File: config.mk
export PLATFORM = sky130hd
export DESIGN_NAME = mac_sat_fx
export DESIGN_NICKNAME = d
export VERILOG_FILES = /design/src/rtl/mac_sat_fx.sv
export SDC_FILE = /design/constraint.sdc
export NUM_CORES = 2
export LEC_CHECK = 0
export BUFFER_PORTS_ARGS = -buffer_cell sky130_fd_sc_hd__buf_2
export CORE_ASPECT_RATIO = 1.25
export CORE_MARGIN = 4
export CORE_UTILIZATION = 25
export DETAILED_ROUTE_END_ITERATION = 8
export GPL_TIMING_DRIVEN = 0
export MAX_ROUTING_LAYER = met4
export PLACE_DENSITY_LB_ADDON = 0.15
export SKIP_LAST_GASP = 1
export SYNTH_ARGS = -nofsm -noshare
export SYNTH_HDL_FRONTEND = slang
export SYNTH_SLANG_ARGS = --single-unit
File: constraint.sdc
create_clock -name clk -period 8.6 [get_ports clk]
set_clock_uncertainty 0.15 [all_clocks]
set_input_delay 1.72 -clock clk [delete_from_list [all_inputs] [get_ports clk]]
set_output_delay 1.72 -clock clk [all_outputs]
set_load 0.01 [all_outputs]
File: src/rtl/mac_sat_fx.sv
// rtl/mac_sat_fx.sv - pipelined signed fixed-point MAC with round, rescale and saturate
// Stage 1 registers the product, stage 2 accumulates a frame, stage 3 rescales/saturates.
module mac_sat_fx #(
  parameter int SIZE  = 21,
  parameter int FRAC  = 15,
  parameter int TAPS  = 8,
  parameter int ROUND = 1
) (
  input  logic                   clk,
  input  logic                   reset,
  input  logic                   clear,
  input  logic                   in_valid,
  input  logic signed [SIZE-1:0] a,
  input  logic signed [SIZE-1:0] b,
  output logic                   out_valid,
  output logic signed [SIZE-1:0] y,
  output logic                   ovf
);

  localparam int CW = (TAPS > 1) ? $clog2(TAPS) : 1;
  localparam int PW = 2 * SIZE;
  localparam int AW = PW + $clog2(TAPS);
  localparam logic signed [AW:0] YMAX = {{(AW + 2 - SIZE){1'b0}}, {(SIZE - 1){1'b1}}};
  localparam logic signed [AW:0] YMIN = {{(AW + 2 - SIZE){1'b1}}, {(SIZE - 1){1'b0}}};

  logic [CW-1:0]          cnt_q, cnt_d;
  logic signed [PW-1:0]   p_q, prod;
  logic                   p_first_q, p_last_q, p_valid_q;
  logic signed [AW-1:0]   acc_q, p_ext;
  logic                   acc_done_q;
  logic signed [SIZE-1:0] y_q, y_d;
  logic                   ovf_q, ovf_d, out_valid_q;
  logic signed [AW:0]     rnd_c, acc_x, r;
  logic                   accept, first, last;

  assign accept = in_valid & ~clear;
  assign first  = (cnt_q == '0);
  assign last   = (cnt_q == CW'(TAPS - 1));
  assign prod   = a * b;
  assign p_ext  = AW'(p_q);

  always_comb begin
    cnt_d = cnt_q;
    if (clear)       cnt_d = '0;
    else if (accept) cnt_d = last ? '0 : cnt_q + 1'b1;
  end

  // Rounding constant is half an output LSB; the extra bit keeps the add from wrapping.
  always_comb begin
    rnd_c = '0;
    if (ROUND != 0) rnd_c[FRAC-1] = 1'b1;
    acc_x = {acc_q[AW-1], acc_q} + rnd_c;
    r     = acc_x >>> FRAC;
    y_d   = r[SIZE-1:0];
    ovf_d = 1'b0;
    if (r > YMAX) begin
      y_d   = {1'b0, {(SIZE - 1){1'b1}}};
      ovf_d = 1'b1;
    end else if (r < YMIN) begin
      y_d   = {1'b1, {(SIZE - 1){1'b0}}};
      ovf_d = 1'b1;
    end
  end

  always_ff @(posedge clk or posedge reset) begin
    if (reset) begin
      cnt_q       <= '0;
      p_q         <= '0;
      p_first_q   <= 1'b0;
      p_last_q    <= 1'b0;
      p_valid_q   <= 1'b0;
      acc_q       <= '0;
      acc_done_q  <= 1'b0;
      y_q         <= '0;
      ovf_q       <= 1'b0;
      out_valid_q <= 1'b0;
    end else begin
      cnt_q     <= cnt_d;
      p_valid_q <= accept;
      if (accept) begin
        p_q       <= prod;
        p_first_q <= first;
        p_last_q  <= last;
      end
      // The first-tap tag reloads the accumulator, so frames can abut with no bubble.
      if (p_valid_q) acc_q <= p_first_q ? p_ext : acc_q + p_ext;
      acc_done_q  <= p_valid_q & p_last_q & ~clear;
      out_valid_q <= acc_done_q;
      if (acc_done_q) begin
        y_q   <= y_d;
        ovf_q <= ovf_d;
      end
    end
  end

  assign out_valid = out_valid_q;
  assign y         = y_q;
  assign ovf       = ovf_q;

endmodule

==> results.sh <==
export IMPL_status="finished clean"
export IMPL_wl_um=75800
export IMPL_synth_area_um2=24000
export IMPL_via_per_inst=4.35
export IMPL_num_rows=126
export IMPL_dp_cells=4051
export IMPL_synthMuxAreaShare_pct=0.808
export IMPL_drive_gt1_share_pct=8.66
export IMPL_start_kind="primary input"
export IMPL_min_path_type="reg -> reg"
export IMPL_path_delay_family="adder cells"
export IMPL_crit_buf_inv=5
export IMPL_insertion_delay_ns=0.43
export IMPL_period_share_pct=97.8
export IMPL_synth_top_area_cell="fa_1"
export IMPL_ff2ff_path_depth=13
export IMPL_fp_dieH_um=354
export IMPL_core_area_um2=94900
export IMPL_cp_cell_sequence="buf_2, clkbuf_2, nand2_1, fa_1, fa_1, fa_1, inv_1, fa_1, fa_1, fa_1, inv_1, fa_1, inv_1, ha_1, and4_1, a221o_1, nand2_2, nand3_2, a221o_1, a21oi_2, o21ai_1, or3_1, a31o_1"
export IMPL_cts_hold_fix_buffers=0
export IMPL_min_path_cells=0
export IMPL_worst_slew_pin_slew_ns=0.969
export IMPL_htreeDepth=4
export IMPL_slew_viol_final=0
export IMPL_diodes=0
export IMPL_hold_end="out_valid"
export IMPL_synth_area_top_cells="fa_1, dfrtp_1, inv_1, ha_1, nand2_1"
export IMPL_r2r_end="acc_q[30]"
export IMPL_setup_viol=0
export IMPL_max_freq_mhz=119
export IMPL_synth_top_cell_area_share_pct=38.4
export IMPL_dr_pass1_iters=5
export IMPL_drc_errors=0
export IMPL_grt_pass1_wl_um=120000
export IMPL_cts_buffers=17
export IMPL_die_x_um=285
export IMPL_synthTopCellsByCount="inv_1, fa_1, nand2_1"
export IMPL_post_route_util_pct=28.3
export IMPL_yosysWarningCount=0
export IMPL_maxCapViolations=0
export IMPL_maxSlewHeadroom_pct=35.3
export IMPL_synth_top_family_by_area="adder cells"
export IMPL_hpwl_um=64300
export IMPL_synth_fp_nets=3367
export IMPL_crit_type="in -> reg"
export IMPL_nets=3458
export IMPL_endpoint_kind="register"
export IMPL_hold_start="acc_done_q"
export IMPL_avgSynthCellArea_um2=8.88
export IMPL_ios=69
export IMPL_ys_ff_latch=117
export IMPL_synth_compound_area_share_pct=9.52
export IMPL_crit_top_cell="fa_1"
export IMPL_synthArstFlopShare_pct=100
export IMPL_portBuffers=68
export IMPL_synth_edf_count=0
export IMPL_start_util_pct=25.3
export IMPL_max_stage_delay_ns=0.58
export IMPL_hold_viol_final=0
export IMPL_fin_setup_tns_ns=0
export IMPL_grt_pass1_vias=19600
export IMPL_ff2ff_setup_slack_ns=5.11
export IMPL_synthSimpleGateAreaFrac_pct=16.3
export IMPL_cp_data_arrival_time_ns=8.58
export IMPL_die_area_um2=101000
export IMPL_yosysMostFrequentCell="inv_1"
export IMPL_grt_setup_unrepaired="true"
export IMPL_fillers=10500
export IMPL_antenna_found_initial=0
export IMPL_yosys_area_share_adder_pct=46.7
export IMPL_finalCriticalPeriod_ns=8.41
export IMPL_syn_inst=2702
export IMPL_grt_usage_pct=15.9
export IMPL_via_count=17800
export IMPL_ys_seq_area_share_pct=12.2
export IMPL_post_synth_xor_area_fraction_pct=3.86
export IMPL_syn_to_final_growth_pct=12.1
export IMPL_tritoncts="built"
export IMPL_synth_main_ff_cell="dfrtp_1"
export IMPL_drt_iter0_markers=889
export IMPL_clk_pin_slew_ns=0.06
export IMPL_hold_slack_ns=0.258
export IMPL_cp_max_fo=10
export IMPL_grt_overflow=0
export IMPL_critPathSlowestCell="fa_1"
export IMPL_required_ns=8.77
export IMPL_ctsRootBufferMaster="clkbuf_16"
export IMPL_avgRoutedWirePerCell_um=18.6
export IMPL_r2r_start="p_q[0]"
export IMPL_antenna_left=0
export IMPL_grt_start_max_net_pins=66
export IMPL_stdcell_count=4085
export IMPL_clk_path_buf_depth=2
export IMPL_gp_congestion=0.849
export IMPL_cts_sinks=117
export IMPL_synth_distinct_cells=75
-- how the worst max path moves through the flow --
stage                     slack, ns  cells past startpoint  start      end
final                          0.19                     23   a[9]  p_q[39]
after global routing          -0.04                     24   a[9]  p_q[39]
after CTS                      0.02                     23   b[3]  p_q[39]
after detailed placement      -1.30                     24   b[3]  p_q[39]
after global placement        -1.32                     24   b[3]  p_q[39]
after floorplan                0.21                     22  a[20]  p_q[39]
-- kinds of logic (layout without fill, tap and decap cells) --
kind of cell | count (synthesis) | after routing
DFF | 117 | 117
muxes | 19 | 19
and+or+nand+nor | 805 | 805
xor gates and xnor gates | 105 | 105
AOI/OAI and AO/OA | 361 | 361
adders and majority gates | 619 | 619
buffers and inverters | 676 | 779
-- flip-flops by register name, indices dropped and copies added, names as in the netlist --
name        count
p_q            42
p_first_q       1
out_valid       1
p_last_q        1
ovf             1
p_valid_q       1
acc_done_q      1
cnt_q           3
acc_q          45
y              21
-- final cells by class --
class	count	area, um2	share of cell area, %
Buffer	123	674	2.51
Tap cell	1280	1600	5.95
Clock buffer	22	464	1.73
Inverter	553	2080	7.75
Clock inverter	9	151	0.563
Sequential cell	117	2930	10.9
Multi-Input combinational cell	1909	18600	69.2
Timing Repair Buffer	72	390	1.45
-- cell usage in the layout, fill, tap and decap left out, drive strengths merged, types with 4 or more instances in the layout --
master    n
fa      460
clkinv    5
a21oi   130
nand4     7
and2    200
o22a     25
nor3     13
nand2b   16
o31ai     7
xor2     38
dfrtp   117
and3     11
nand2   343
nor2    135
ha      159
nor2b     9
o21ai    74
clkbuf  109
nor3b     7
buf     108
o21a     15
inv     552
a211o     7
xnor2    67
a21o     33
o21bai   19
bufinv    4
or3       6
mux2i    16
a211oi    6
a31oi    10
nand3    41
o211ai    7
-- routing by layer --
layer | global-route usage, % | vias up | share of wire, %
li1 | - | 8467 | -
met1 | 20.3 | 9011 | 45
met2 | 27.7 | 261 | 51
met3 | 1.21 | 48 | 2.4
met4 | 3.19 | 0 | 1.7
met5 | - | - | 0
-- per-stage QoR --
| stage | area, um2 | worst slack (ns) |
|---|---|---|
| after floorplan | 24000 | 0.209 |
| after global placement | 25900 | -1.32 |
| after detailed placement | 26000 | -1.30 |
| after CTS | 26800 | 0.0156 |
| after global routing | 26900 | -0.0416 |
| final | 26900 | 0.191 |
-- repair_timing --
item / CTS / global route
endpoints found under the setup margin: 11 / 7
resized for setup: 100 / 81
buffers inserted: 1 / 2
pin swaps: 1 / 5
cloned: 0 / 0
Power is not shown: default switching activity piles up to over one toggle a cycle in this logic, so the estimate is an artifact.
